### src/rtl/ahb_pkg.sv
// Shared AHB-Lite encodings and widths for the N5 bus fabric.
package ahb_pkg;

  localparam int AHB_AW = 32;
  localparam int AHB_DW = 32;

  localparam logic [1:0] HTRANS_IDLE   = 2'b00;
  localparam logic [1:0] HTRANS_BUSY   = 2'b01;
  localparam logic [1:0] HTRANS_NONSEQ = 2'b10;
  localparam logic [1:0] HTRANS_SEQ    = 2'b11;

  localparam logic [2:0] HSIZE_BYTE = 3'b000;
  localparam logic [2:0] HSIZE_HALF = 3'b001;
  localparam logic [2:0] HSIZE_WORD = 3'b010;

  localparam logic [2:0] HBURST_SINGLE = 3'b000;

  localparam logic [1:0] HRESP_OKAY  = 2'b00;
  localparam logic [1:0] HRESP_ERROR = 2'b01;

endpackage

### src/rtl/ahb_lite_master_if.sv
// Command/response stream plus AHB-Lite bus signals seen by the initiator.
interface ahb_lite_master_if;
  import ahb_pkg::*;

  logic              cmd_valid;
  logic              cmd_ready;
  logic [AHB_AW-1:0] cmd_addr;
  logic              cmd_write;
  logic [2:0]        cmd_size;
  logic [AHB_DW-1:0] cmd_wdata;

  logic              rsp_valid;
  logic [AHB_DW-1:0] rsp_rdata;
  logic              rsp_err;
  logic              rsp_cancel;
  logic              busy;

  logic [AHB_AW-1:0] HADDR;
  logic [1:0]        HTRANS;
  logic              HWRITE;
  logic [2:0]        HSIZE;
  logic [2:0]        HBURST;
  logic [3:0]        HPROT;
  logic [AHB_DW-1:0] HWDATA;
  logic              HREADY;
  logic [1:0]        HRESP;
  logic [AHB_DW-1:0] HRDATA;

  modport master (
    input  cmd_valid, cmd_addr, cmd_write, cmd_size, cmd_wdata,
    input  HREADY, HRESP, HRDATA,
    output cmd_ready, rsp_valid, rsp_rdata, rsp_err, rsp_cancel, busy,
    output HADDR, HTRANS, HWRITE, HSIZE, HBURST, HPROT, HWDATA
  );

  modport slave (
    output cmd_valid, cmd_addr, cmd_write, cmd_size, cmd_wdata,
    output HREADY, HRESP, HRDATA,
    input  cmd_ready, rsp_valid, rsp_rdata, rsp_err, rsp_cancel, busy,
    input  HADDR, HTRANS, HWRITE, HSIZE, HBURST, HPROT, HWDATA
  );

endinterface

### src/rtl/ahb_lite_master.sv
// Pipelined single-transfer AHB-Lite initiator: one command in address phase
// overlapping one in data phase, responses returned in order.
module ahb_lite_master
  import ahb_pkg::*;
#(
  parameter logic [3:0] HPROT_VAL = 4'b0011
) (
  input logic               HCLK,
  input logic               HRESETn,
  ahb_lite_master_if.master bus
);

  logic              dph_valid;
  logic              dph_write;
  logic              cancel_pending;
  logic [AHB_DW-1:0] wdata_hold;
  logic              addr_nonseq;
  logic              err_cycle1;
  logic              accept;
  logic              dph_done;

  assign addr_nonseq   = (bus.HTRANS == HTRANS_NONSEQ);
  assign err_cycle1    = dph_valid & bus.HRESP[0] & ~bus.HREADY;
  assign dph_done      = dph_valid & bus.HREADY;
  assign bus.cmd_ready = bus.HREADY & ~err_cycle1 & ~cancel_pending;
  assign accept        = bus.cmd_valid & bus.cmd_ready;
  assign bus.busy      = addr_nonseq | dph_valid | cancel_pending;
  assign bus.HBURST    = HBURST_SINGLE;
  assign bus.HPROT     = HPROT_VAL;

  // The first ERROR cycle withdraws a pending NONSEQ so it never reaches the bus.
  always_ff @(posedge HCLK) begin
    if (!HRESETn) begin
      bus.HTRANS <= HTRANS_IDLE;
      bus.HADDR  <= '0;
      bus.HWRITE <= 1'b0;
      bus.HSIZE  <= HSIZE_WORD;
      wdata_hold <= '0;
    end else if (accept) begin
      bus.HTRANS <= HTRANS_NONSEQ;
      bus.HADDR  <= bus.cmd_addr;
      bus.HWRITE <= bus.cmd_write;
      bus.HSIZE  <= bus.cmd_size;
      wdata_hold <= bus.cmd_wdata;
    end else if (bus.HREADY || err_cycle1) begin
      bus.HTRANS <= HTRANS_IDLE;
    end
  end

  always_ff @(posedge HCLK) begin
    if (!HRESETn) begin
      dph_valid  <= 1'b0;
      dph_write  <= 1'b0;
      bus.HWDATA <= '0;
    end else if (bus.HREADY) begin
      dph_valid <= addr_nonseq;
      if (addr_nonseq) begin
        dph_write  <= bus.HWRITE;
        bus.HWDATA <= wdata_hold;
      end
    end
  end

  // The dropped command answers right after the erroring transfer's response.
  always_ff @(posedge HCLK) begin
    if (!HRESETn) begin
      cancel_pending <= 1'b0;
    end else if (err_cycle1 && addr_nonseq) begin
      cancel_pending <= 1'b1;
    end else if (cancel_pending && !dph_done) begin
      cancel_pending <= 1'b0;
    end
  end

  always_ff @(posedge HCLK) begin
    if (!HRESETn) begin
      bus.rsp_valid  <= 1'b0;
      bus.rsp_rdata  <= '0;
      bus.rsp_err    <= 1'b0;
      bus.rsp_cancel <= 1'b0;
    end else begin
      bus.rsp_valid  <= 1'b0;
      bus.rsp_rdata  <= '0;
      bus.rsp_err    <= 1'b0;
      bus.rsp_cancel <= 1'b0;
      if (dph_done) begin
        bus.rsp_valid <= 1'b1;
        bus.rsp_err   <= bus.HRESP[0];
        bus.rsp_rdata <= (!dph_write && !bus.HRESP[0]) ? bus.HRDATA : '0;
      end else if (cancel_pending) begin
        bus.rsp_valid  <= 1'b1;
        bus.rsp_err    <= 1'b1;
        bus.rsp_cancel <= 1'b1;
      end
    end
  end

endmodule

### src/flat_wrapper.sv
// flat-port wrapper written by rule: the top's interface ports become plain ports
module ahb_lite_master_flat import ahb_pkg::*;
#(
  parameter logic [3:0] HPROT_VAL = 4'b0011
)
  (HCLK, HRESETn, bus_cmd_valid, bus_cmd_addr, bus_cmd_write, bus_cmd_size, bus_cmd_wdata, bus_HREADY, bus_HRESP, bus_HRDATA, bus_cmd_ready, bus_rsp_valid, bus_rsp_rdata, bus_rsp_err, bus_rsp_cancel, bus_busy, bus_HADDR, bus_HTRANS, bus_HWRITE, bus_HSIZE, bus_HBURST, bus_HPROT, bus_HWDATA);
  ahb_lite_master_if bus_i ();
  input logic HCLK;
  input logic HRESETn;
  input wire logic [$bits(bus_i.cmd_valid)-1:0] bus_cmd_valid;
  input wire logic [$bits(bus_i.cmd_addr)-1:0] bus_cmd_addr;
  input wire logic [$bits(bus_i.cmd_write)-1:0] bus_cmd_write;
  input wire logic [$bits(bus_i.cmd_size)-1:0] bus_cmd_size;
  input wire logic [$bits(bus_i.cmd_wdata)-1:0] bus_cmd_wdata;
  input wire logic [$bits(bus_i.HREADY)-1:0] bus_HREADY;
  input wire logic [$bits(bus_i.HRESP)-1:0] bus_HRESP;
  input wire logic [$bits(bus_i.HRDATA)-1:0] bus_HRDATA;
  output wire logic [$bits(bus_i.cmd_ready)-1:0] bus_cmd_ready;
  output wire logic [$bits(bus_i.rsp_valid)-1:0] bus_rsp_valid;
  output wire logic [$bits(bus_i.rsp_rdata)-1:0] bus_rsp_rdata;
  output wire logic [$bits(bus_i.rsp_err)-1:0] bus_rsp_err;
  output wire logic [$bits(bus_i.rsp_cancel)-1:0] bus_rsp_cancel;
  output wire logic [$bits(bus_i.busy)-1:0] bus_busy;
  output wire logic [$bits(bus_i.HADDR)-1:0] bus_HADDR;
  output wire logic [$bits(bus_i.HTRANS)-1:0] bus_HTRANS;
  output wire logic [$bits(bus_i.HWRITE)-1:0] bus_HWRITE;
  output wire logic [$bits(bus_i.HSIZE)-1:0] bus_HSIZE;
  output wire logic [$bits(bus_i.HBURST)-1:0] bus_HBURST;
  output wire logic [$bits(bus_i.HPROT)-1:0] bus_HPROT;
  output wire logic [$bits(bus_i.HWDATA)-1:0] bus_HWDATA;
  assign bus_i.cmd_valid = bus_cmd_valid;
  assign bus_i.cmd_addr = bus_cmd_addr;
  assign bus_i.cmd_write = bus_cmd_write;
  assign bus_i.cmd_size = bus_cmd_size;
  assign bus_i.cmd_wdata = bus_cmd_wdata;
  assign bus_i.HREADY = bus_HREADY;
  assign bus_i.HRESP = bus_HRESP;
  assign bus_i.HRDATA = bus_HRDATA;
  assign bus_cmd_ready = bus_i.cmd_ready;
  assign bus_rsp_valid = bus_i.rsp_valid;
  assign bus_rsp_rdata = bus_i.rsp_rdata;
  assign bus_rsp_err = bus_i.rsp_err;
  assign bus_rsp_cancel = bus_i.rsp_cancel;
  assign bus_busy = bus_i.busy;
  assign bus_HADDR = bus_i.HADDR;
  assign bus_HTRANS = bus_i.HTRANS;
  assign bus_HWRITE = bus_i.HWRITE;
  assign bus_HSIZE = bus_i.HSIZE;
  assign bus_HBURST = bus_i.HBURST;
  assign bus_HPROT = bus_i.HPROT;
  assign bus_HWDATA = bus_i.HWDATA;
  ahb_lite_master #(.HPROT_VAL(HPROT_VAL)) u_core (.HCLK(HCLK), .HRESETn(HRESETn), .bus(bus_i));
endmodule
### config.mk
export PLATFORM = sky130hd
export DESIGN_NAME = ahb_lite_master_flat
export DESIGN_NICKNAME = d
export VERILOG_FILES = /design/src/rtl/ahb_pkg.sv /design/src/rtl/ahb_lite_master_if.sv /design/src/rtl/ahb_lite_master.sv /design/src/flat_wrapper.sv
export SDC_FILE = /design/constraint.sdc
export NUM_CORES = 1
export LEC_CHECK = 0
export ABC_AREA = 1
export BUFFER_PORTS_ARGS = -buffer_cell sky130_fd_sc_hd__buf_2
export CAP_MARGIN = 20
export CORE_AREA = 2 2 149 151
export CTS_CLUSTER_DIAMETER = 40
export DETAILED_ROUTE_END_ITERATION = 8
export DIE_AREA = 0 0 151 153
export PLACE_DENSITY = 0.54
export SLEW_MARGIN = 20
export SYNTH_ARGS = -nofsm -noshare
export SYNTH_HDL_FRONTEND = slang
export SYNTH_SLANG_ARGS = --single-unit
### constraint.sdc
create_clock -name HCLK -period 1.3 [get_ports HCLK]
set_input_delay 0.065 -clock HCLK [delete_from_list [all_inputs] [get_ports HCLK]]
set_output_delay 0.065 -clock HCLK [all_outputs]
set_load 0.01 [all_outputs]
==> results.md, run 1 <==
* Status: finished, final reports clean
* CP Class: register to primary output
* Via density per instance at 3.77
* RSZ-0062 raised after global routing: no
* CTS Sinks at 139
* Hold Slack at 0.0549 ns
* Post-Syn Area per Cell at between 7 and 8 sq um
* Synthesized-area fraction occupied by and/or/nand/nor cells at 0.286
* Initial antenna violation count at 0
* Period minus WS final at 1.17 ns
* Synth cell types at 15
* Yosys warning count at 0
* Routed wire length at 14100 microns
* Final std cells w/o fill at around 1300
* Capturing point of the worst reg2reg path: u_core.bus.HWDATA[31]
* Post-CTS setup buffers at 0
* Largest family of logic cells by synthesized area: simple AND/OR/NAND/NOR gates
* Layout Area Growth over Synthesis at 58.6%
* PD cells at 1330 nW/um^2
* Number of global-route vias before repair at roughly 4800
* Worst Path Arrival at 1.10 ns
* First DRT Iteration DRCs at around 160
* Sw power at 2.66 mW
* Worst setup startpoint: u_core.cancel_pending
* I/O pin count at 220
* Mux cell area share after synthesis at 0
* #FFs+latches synth at approximately 140
* Worst skew pair latency at 0.41 ns
* Critical-path cell list: nor2_1 > buf_2
* CP startpoint kind: register
* TritonCTS Buffers at 17
* Clock power share at 0.468
* Max incr delay on CP at 0.32 ns
* XOR/XNOR Fraction of Synth Area at 0
* Worst min-delay path category: primary input to register
* Setup Viol. Count Final at 0
* Crit Path Max Fanout at 3
* First-pass GRT wire length at between 20000 and 25000 microns
* Reg clk slew, reported paths at roughly 0.06 ns
* Compound-Gate Fraction of Synth Area at 0.0372
* Vias after detailed routing at 4956
* Root Driver: clkbuf_16
* CP max-delay cell: dfxtp_1
* Utilization after layout at 0.377
* # port buffers at 210
* DRT antenna net count at 0
* Clock skew at 0.00904 ns
* Fmax achieved at 0.857 GHz
* Tcrit/Tclk final at 0.897
* Adder-Cell Fraction of Synth Area at 0
* Placer Congestion at 0.738
* Reg2reg start: u_core.bus.HTRANS[1]
* Area of the die at 23100 sq um
* CTS tree: built
* Max-cap violation count at 0
* Initial Util at 0.238
* Number of cell rows at 54
* GR Util All Layers at 0.124
* Critical Path Sink: bus_cmd_ready
* Synth Cell Area at 5110 sq um
* Seq/Total Area, Yosys at 0.544
* Final global-route overflow total at 0
* Layout cells sized above 1 at 0.249
* # fillers at 2236
* 1st-pass router iterations at 4
* Maximum VDD drop at 0.000764 V
* CORE AREA at 21500 sq um
* Combinational share of power at 0.111
* Routed wire per std cell at 10.7 microns
* CTS H-tree depth at 4
* Placed Cells at ~1200
* DP HPWL at 8930 microns
* Number of hold violations in the final report at 0
* Worst-case clock buffer depth at 2
* CP Capture Type: primary output
* Largest net degree at the start of global routing at 56
* Die Width at roughly 150 microns
* Vert. Die Dim at 153 microns
* TNS Setup at 0 ns
* Residual DRC at 0
* WP data required at about 1.2 ns
* N_diodes at 0
* Reg2Reg Depth at 4
* P_int at between 8 and 9 mW
* Fin nets at about 1100
* Switching share of power at 0.247
* Synth Instances at 715
* Slew Viols, Final at 0
* Leakage Power at 4.34 nW
* Flop pwr share at 0.421
* Flop2flop setup slack at 0.16 ns
==> final cells by class <==
class                      count  area (sq um)  area share
inverter                     105           394      0.0486
tap                          280           350      0.0432
multi-input combinational    433          1690       0.209
sequential                   139          2780       0.343
clock buffer                  17           425      0.0525
clock inverter                15           189      0.0233
timing repair buffer         326          2270       0.280
==> per-layer routing <==
layer | global-route usage | routed length (microns) | vias to the layer above
li1 | - | - | 2663
met3 | 0.0415 | 813 | 27
met1 | 0.141 | 6240 | 2128
met2 | 0.208 | 6560 | 138
met4 | 0.0552 | 436 | 0
met5 | 0 | 0 | -
==> synthesized netlist by cell type <==
cell	number	area share
buf_2	19	0.019
clkbuf_1	7	0.0051
inv_2	1	0.00073
inv_1	104	0.076
a21oi_2	1	0.0017
o21ai_0	33	0.032
conb_1	2	0.0015
a21oi_1	2	0.0020
buf_4	13	0.019
buf_6	5	0.011
nand3_1	4	0.0039
nor2_1	238	0.17
nand2_1	146	0.11
o22ai_1	1	0.0012
dfxtp_1	139	0.54
==> cell families (layout without fill, tap and decap cells) <==
kind of cell | after synthesis | after routing
AND/OR/NAND/NOR | 388 | 388
buffers and inverters | 149 | 463
flip-flops | 139 | 139
AO/OA/AOI/OAI | 37 | 37
other | 2 | 8
==> per-stage QoR <==
step           cell area, sq um  power [mW]  setup WS [ns]
6_report                   8110        10.8          0.134
5_1_grt                    8110        11.4         0.0133
4_1_cts                    8110        11.0         0.0590
3_5_place_dp               6460        5.59         0.0720
3_3_place_gp               6460        5.58          0.114
2_1_floorplan              5130        5.20          0.246
==> worst max-delay path: cells and delay by family, from the launching register on <==
kind	cells	cell delay, ns
and+or+nand+nor	1	0.20
buffers and inverters	1	0.17
DFF	1	0.32
==> worst min path at each step <==
stage	from	end	slack, ns	cells past startpoint
floorplan	bus_HRDATA[0]	u_core.bus.rsp_rdata[0]	0.18	2
global placement	bus_HRDATA[1]	u_core.bus.rsp_rdata[1]	0.28	3
detailed placement	bus_HRDATA[25]	u_core.bus.rsp_rdata[25]	0.28	3
CTS	bus_HREADY	u_core.bus.HTRANS[1]	0.03	4
global route	bus_HREADY	u_core.bus.HTRANS[1]	0.04	4
finish	bus_HREADY	u_core.bus.HTRANS[1]	0.05	4
==> repair_timing <==
| action | 4_1_cts | 5_1_grt |
|---|---|---|
| resized for setup | 0 | 1 |
| endpoints found under the setup margin | 0 | 1 |
| hold buffers | 103 | 0 |
| hold endpoints to repair | 104 | 0 |
==> flip-flops by register name, indices dropped and copies added, names as in the netlist <==
name                   flops
u_core.bus.HADDR          32
u_core.bus.HWDATA         32
u_core.bus.rsp_rdata      32
u_core.wdata_hold         32
u_core.bus.HSIZE           3
u_core.bus.HTRANS          1
u_core.bus.HWRITE          1
u_core.bus.rsp_cancel      1
u_core.bus.rsp_err         1
u_core.bus.rsp_valid       1
u_core.cancel_pending      1
u_core.dph_valid           1
u_core.dph_write           1
==> layout by cell type (no fill, tap or decap), types with 2 or more instances in the layout <==
master / netlist / layout
clkbuf_16: 0 / 17
nor2_1: 238 / 238
dlygate4sd3_1: 0 / 103
clkinv_2: 0 / 2
a21oi_1: 2 / 2
nand3_1: 4 / 3
buf_12: 0 / 7
dfxtp_1: 139 / 139
inv_1: 104 / 104
o21ai_0: 33 / 32
buf_4: 13 / 7
nand2_1: 146 / 146
clkinv_4: 0 / 5
bufinv_16: 0 / 3
conb_1: 2 / 8
inv_6: 0 / 3
buf_2: 19 / 209
==> power by group through the flow <==
stage / clock (mW) / combinational (mW) / sequential (mW)
after global placement: 0 / 0.953 / 4.63
after detailed placement: 0 / 0.955 / 4.64
after floorplan: 0 / 0.512 / 4.69
after CTS: 5.26 / 1.21 / 4.54
after global routing: 5.46 / 1.36 / 4.56
final: 5.05 / 1.20 / 4.54
No activity file was read; power rests on OpenSTA's default activity.
==> run 2: changes to the inputs <==
--- a/config.mk
+++ b/config.mk
@@ -12,7 +12,7 @@
 export CTS_CLUSTER_DIAMETER = 40
 export DETAILED_ROUTE_END_ITERATION = 8
 export DIE_AREA = 0 0 151 153
-export PLACE_DENSITY = 0.54
+export PLACE_DENSITY = 0.57
 export SLEW_MARGIN = 20
 export SYNTH_ARGS = -nofsm -noshare
 export SYNTH_HDL_FRONTEND = slang
==> run 2 against run 1 <==
- first-iteration DRC count rose by 7.0%
- worst hold slack improved by 0.021 ns
- global-route usage fell by 0.13 points
- routed wire length rose by 1.9%
- critical path depth rose by 2
- combinational power barely moved
- sequential share of layout area rose by 0.090 points
- non-clock buffer count rose by 3
- die area did not move
- sequential cell count did not move
- clock skew fell by 0.0029 ns
- core utilization fell by 0.099 points
- critical path type is now register to register
- largest cell class unchanged
- highest routed layer unchanged
==> results.md, run 2 (synthesis results as in run 1) <==
* Worst-case clock buffer depth at 2 (unchanged)
* Clock skew at 0.00614 ns (-0.00290 ns)
* # port buffers at 210 (unchanged)
* Switching share of power at 0.238 (-0.00849)
* # fillers at 2238 (+0.089%)
* First-pass GRT wire length at 22400 microns (-0.79%)
* DP HPWL at 8700 microns (-2.5%)
* Placed cell area at 6420 sq um (-0.58%)
* Sw power at 2.51 mW (-5.7%)
* Flop2flop setup slack at 0.08 ns (-0.08 ns)
* Routed wire per std cell at 10.9 microns (+1.6%)
* Layout cells sized above 1 at 0.252 (+0.00313)
* Initial antenna violation count at 1 (+1)
* CP Class: register to register
* Capturing point of the worst reg2reg path: u_core.bus.HSIZE[1]
* Reg2Reg Depth at 4 (unchanged)
* Tcrit/Tclk final at 0.939 (+0.0413)
* Number of cell rows at 54 (unchanged)
* Hold depth at 3 (-1)
* Tot Pwr at 10.5 mW (-2.3%)
* Flop pwr share at 0.431 (+0.010)
* Clock power share at 0.454 (-0.014)
* CTS tree: built
* Maximum VDD drop at 0.000723 V (-5.3%)
* CP Capture Type: register
* Final instance area at 8080 sq um (-0.26%)
* Number of hold violations in the final report at 0 (unchanged)
* Largest net degree at the start of global routing at 80 (+43%)
* Commonest non-fill, non-tap cell in the layout: nor2_1
* Crit Path Max Fanout at 3 (unchanged)
* TNS Setup at 0 ns (unchanged)
* DRT antenna net count at 0 (unchanged)
* CTS H-tree depth at 4 (unchanged)
* Routed wire length at 14300 microns (+1.9%)
* Setup Viol. Count Final at 0 (unchanged)
* Vert. Die Dim at 153 microns (unchanged)
* P_int at 8.02 mW (-1.2%)
* RSZ-0062 raised after global routing: yes
* CORE AREA at 21500 sq um (unchanged)
* Placer Congestion at 0.720 (-2.5%)
* Root Driver: clkbuf_16
* Period minus WS final at 1.22 ns (+0.0536 ns)
* Vias after detailed routing at 4950 (-0.12%)
* CTS Sinks at 139 (unchanged)
* Slew Viols, Final at 0 (unchanged)
* Residual DRC at 0 (unchanged)
* Worst Path Arrival at 1.57 ns (+0.47 ns)
* PD cells at 1300 nW/um^2 (-2.1%)
* CP startpoint kind: register
* GR Util All Layers at 0.122 (-0.00127)
* Combinational share of power at 0.114 (+0.003)
* Max-cap violation count at 0 (unchanged)
* Utilization after layout at 0.376 (-0.000990)
* Area of the die at 23100 sq um (unchanged)
* Hold_sp: bus_HREADY
* Setup WS pre-CTS at 0.0949 ns (+0.0229 ns)
* Fin worst setup slack at 0.0799 ns (-0.0536 ns)
* Reg clk slew, reported paths at 0.06 ns (about the same)
* WP data required at 1.65 ns (+0.41 ns)
* Fmax achieved at 0.820 GHz (-4.4%)
* Commonest non-fill, non-tap cells in the layout: nor2_1 (237), buf_2 (209), nand2_1 (146)
* 1st-pass router iterations at 4 (unchanged)
* Worst min-delay path category: primary input to register
* Layout Area Growth over Synthesis at 58.2%
* Final global-route overflow total at 0 (unchanged)
* Status: finished, final reports clean
* TritonCTS Buffers at 17 (unchanged)
* Number of global-route vias before repair at 4740 (-0.82%)
* Hold endpoint: u_core.cancel_pending
* Fin nets at 1132 (+0.35%)
* Initial Util at 0.238 (unchanged)
* Worst skew pair latency at 0.41 ns (about the same)
* Leakage Power at 4.32 nW (-0.40%)
* Via density per instance at 3.75 (-0.42%)
* Reg2reg start: u_core.cancel_pending
* Die Width at 151 microns (unchanged)
* I/O pin count at 220 (unchanged)
* First DRT Iteration DRCs at 169 (+7.0%)
[run 2: cell types whose count changed in the layout (fill, tap and decap cells not counted), moves of 2 or more]
cell	before	now
buf_4	7	11
buf_12	7	4
clkbuf_8	0	3
clkinv_4	5	2
inv_6	3	0
clkinv_2	2	4
clkinvlp_4	1	3
[run 2: cell type report]
class / instances / area (sq um) / area share
flip-flops and latches: 139 / 2780 / 0.344
repair buffers: 329 / 2260 / 0.280
multi-input cells: 434 / 1710 / 0.211
clock buffers: 20 / 467 / 0.0577
inverters: 105 / 394 / 0.0488
well taps: 280 / 350 / 0.0433
clock inverters: 11 / 120 / 0.0149
diodes: 1 / 2.50 / 0.000310
[run 2: metrics by stage]
stage          hold slack (ns)  cells
6_report                0.0759   1319
5_1_grt                 0.0854   1319
4_1_cts                 0.0155   1315
3_5_place_dp             0.283   1180
3_3_place_gp             0.278   1180
2_1_floorplan            0.177    721
[run 2: power groups by stage]
stage | Clock, mW | Sequential (mW) | Combinational [mW]
after floorplan | 0 | 4.69 | 0.512
after global placement | 0 | 4.63 | 0.942
after detailed placement | 0 | 4.63 | 0.948
after CTS | 4.99 | 4.54 | 1.20
after global routing | 5.16 | 4.57 | 1.37
final | 4.79 | 4.54 | 1.20
[run 2: worst max-delay path, stage by stage (launching register included)]
cell and delay [ns]:
dfxtp_1 0.33, nor2_2 0.14, nand3_1 0.08, dlygate4sd3_1 0.56, nand3_1 0.06
[run 2: worst max path at each step]
stage	from	endpoint	slack [ns]	depth (start not counted)
global placement	u_core.cancel_pending	u_core.wdata_hold[4]	0.11	5
finish	u_core.cancel_pending	u_core.bus.HSIZE[1]	0.08	4
CTS	u_core.cancel_pending	u_core.bus.HSIZE[1]	0.03	4
detailed placement	u_core.cancel_pending	u_core.wdata_hold[30]	0.09	5
floorplan	u_core.cancel_pending	u_core.wdata_hold[23]	0.25	7
global route	u_core.cancel_pending	u_core.bus.HSIZE[1]	-0.009	4
[run 2: what timing repair did]
action,CTS,global route
buffers inserted,0,2
hold buffers,104,0
gates resized for setup,0,3
endpoints found under the setup margin,0,12
endpoints found under the hold margin,104,0
[run 2: layer usage]
metal | wire length, microns | GRT usage
met1 | 6520 | 0.143
met2 | 6740 | 0.208
met3 | 796 | 0.0379
met4 | 263 | 0.0476
met5 | 0 | 0
==> run 3: changes to the inputs <==
--- a/config.mk
+++ b/config.mk
@@ -7,11 +7,12 @@
 export LEC_CHECK = 0
 export ABC_AREA = 1
 export BUFFER_PORTS_ARGS = -buffer_cell sky130_fd_sc_hd__buf_2
-export CAP_MARGIN = 20
 export CORE_AREA = 2 2 149 151
+export CTS_BUF_LIST = sky130_fd_sc_hd__clkbuf_2 sky130_fd_sc_hd__clkbuf_4 sky130_fd_sc_hd__clkbuf_8
 export CTS_CLUSTER_DIAMETER = 40
 export DETAILED_ROUTE_END_ITERATION = 8
 export DIE_AREA = 0 0 151 153
+export MAX_ROUTING_LAYER = met4
 export PLACE_DENSITY = 0.57
 export SLEW_MARGIN = 20
 export SYNTH_ARGS = -nofsm -noshare
==> run 3 against run 2 <==
- critical path depth up 1
- sequential power barely moved
- non-clock buffer count increased by 3
- final cell count up 0.23%
- clock-buffer cell count stayed put
- largest power group is now sequential cells
==> results.md, run 3 (synthesis results as in run 1) <==
* Root Driver: clkbuf_8
* Status: finished, final reports clean
* Initial Util at 0.238 (unchanged)
* Worst setup startpoint: bus_HREADY
* # fillers at 2252 (+0.63%)
* Max-cap violation count at 0 (unchanged)
* Leakage Power at 4.25 nW (-1.6%)
* CP Class: primary input to register
* 1st-pass router iterations at 4 (unchanged)
* Max incr delay on CP at 0.58 ns (+0.02 ns)
* DP HPWL at 8700 microns (unchanged)
* P_int at 6.90 mW (-14%)
* CP Capture Type: register
* Utilization after layout at 0.369 (-0.00728)
* Number of cell rows at 54 (unchanged)
* # port buffers at 210 (unchanged)
* TritonCTS Buffers at 17 (unchanged)
* Switching share of power at 0.256 (+0.0174)
* Reg clk slew, reported paths at 0.08 ns (+0.02 ns)
* Met3 Use GR at 0.0370 (-0.000896)
* Worst-case clock buffer depth at 2 (unchanged)
* Fin worst setup slack at 0.0440 ns (-0.0359 ns)
* CTS H-tree depth at 4 (unchanged)
* Area of the die at 23100 sq um (unchanged)
* CTS Sinks at 139 (unchanged)
* Vias after detailed routing at 4946 (-0.081%)
* Routed wire length at 14300 microns (about the same)
* Routed wire per std cell at 10.8 microns (-0.25%)
* GR Util All Layers at 0.126 (+0.00411)
* Die Width at 151 microns (unchanged)
* Maximum VDD drop at 0.000558 V (-23%)
* Worst path buffer plus inverter count at 3 (+2)
* Worst Path Arrival at 1.62 ns (+0.05 ns)
* Worst min-delay path category: primary input to register
* Setup Viol. Count Final at 0 (unchanged)
* Crit-path most repeated cell: dlygate4sd3_1
* Layout cells sized above 1 at 0.255 (+0.00215)
* Commonest non-fill, non-tap cells in the layout: nor2_1 (237), buf_2 (209), nand2_1 (145)
* PD cells at 1170 nW/um^2 (-10%)
* Flop2flop setup slack at 0.06 ns (-0.02 ns)
* Residual DRC at 0 (unchanged)
* Reg2Reg Depth at 4 (unchanged)
* Capturing point of the worst reg2reg path: u_core.bus.HSIZE[1]
* CTS tree: built
* Tot Pwr at 9.27 mW (-12%)
* Crit Path Max Fanout at 6 (+3)
* Clock skew at 0.0119 ns (+0.00578 ns)
* Tcrit/Tclk final at 0.966 (+0.0276)
* DRT antenna net count at 0 (unchanged)
* CP startpoint kind: primary input
* Sw power at 2.37 mW (-5.5%)
* Commonest non-fill, non-tap cell in the layout: nor2_1
* Critical Path Sink: u_core.cancel_pending
* Initial antenna violation count at 1 (unchanged)
* RSZ-0062 raised after global routing: yes
* WP data required at 1.67 ns (+0.02 ns)
* Number of hold violations in the final report at 0 (unchanged)
* CORE AREA at 21500 sq um (unchanged)
* CP top delay family: buffers and inverters
* Flop pwr share at 0.489 (+0.058)
* Worst skew pair latency at 0.43 ns (+0.02 ns)
* GRT busiest layer: met2
* First DRT Iteration DRCs at 176 (+4.1%)
* Largest net degree at the start of global routing at 80 (unchanged)
* First-pass GRT wire length at 22400 microns (-0.12%)
* Combinational share of power at 0.130 (+0.016)
* Fmax achieved at 0.796 GHz (-2.9%)
* Hold Slack at 0.107 ns (+0.0314 ns)
* Period minus WS final at 1.26 ns (+0.0359 ns)
* Critical-path cell list: buf_2 > dlygate4sd3_1 > nand2_1 > o22ai_1 > dlygate4sd3_1
* CP max-delay cell: dlygate4sd3_1
* Layout Area Growth over Synthesis at 55.1%
* Final global-route overflow total at 0 (unchanged)
* GR Layer Usage met2 at 0.207 (-0.00108)
* I/O pin count at 220 (unchanged)
* Clock power share at 0.381 (-0.073)
* Met1 Usage GRT at 0.146 (+0.00350)
* Via density per instance at 3.74 (-0.31%)
* TNS Setup at 0 ns (unchanged)
* Slew Viols, Final at 0 (unchanged)
* Cell depth of the worst setup path at 5 (+1)
* Number of global-route vias before repair at 4734 (-0.13%)
* Fin nets at 1135 (+0.27%)
* Placer Congestion at 0.728 (+1.2%)
* Vert. Die Dim at 153 microns (unchanged)
* Setup WS pre-CTS at 0.0949 ns (unchanged)
* Reg2reg start: u_core.cancel_pending
[run 3: stage by stage]
step / instance area (sq um) / std cells
after detailed placement: 6420 / 1180
after floorplan: 5130 / 721
after global placement: 6420 / 1180
after global routing: 7930 / 1322
after CTS: 7890 / 1318
final: 7930 / 1322
[run 3: metal layers]
layer	routed length (microns)	share of wire	vias to the layer above
li1	-	-	2675
met1	6560	0.46	2114
met2	6750	0.47	134
met3	746	0.052	23
met4	264	0.018	0
met5	0	0	-
[run 3: worst min-delay path: cells and delay by family]
kind | cells | cell delay, ns
buffers and inverters | 2 | 0.34
AND/OR/NAND/NOR | 1 | 0.10
[run 3: power by group through the flow]
stage,clock (mW),sequential (mW),combinational [mW]
floorplan,0,4.69,0.512
global placement,0,4.63,0.942
finish,3.53,4.54,1.21
detailed placement,0,4.63,0.948
CTS,3.70,4.54,1.20
global route,3.88,4.56,1.37
[run 3: cell type report]
class,count,area [sq um],area share
sequential,139,2790,0.351
multi-input combinational,434,1710,0.216
clock buffer,20,275,0.0347
clock inverter,11,120,0.0152
antenna,1,2.50,0.000316
timing repair buffer,332,2290,0.289
tap,280,350,0.0442
inverter,105,394,0.0497
[run 3: repair_timing]
action	4_1_cts	5_1_grt
hold buffers	107	0
buffers inserted	0	2
gates resized for setup	0	6
hold endpoints to repair	104	0
setup endpoints to repair	0	14
[run 3: worst min-delay path by stage]
stage,from,to,cells after the start,slack (ns)
2_1_floorplan,bus_HRDATA[0],u_core.bus.rsp_rdata[0],2,0.18
3_3_place_gp,bus_HRDATA[31],u_core.bus.rsp_rdata[31],3,0.28
3_5_place_dp,bus_HRDATA[27],u_core.bus.rsp_rdata[27],3,0.28
4_1_cts,bus_cmd_valid,u_core.bus.HTRANS[1],3,0.06
5_1_grt,HRESETn,u_core.bus.HSIZE[1],3,0.08
6_report,HRESETn,u_core.bus.HSIZE[1],3,0.11
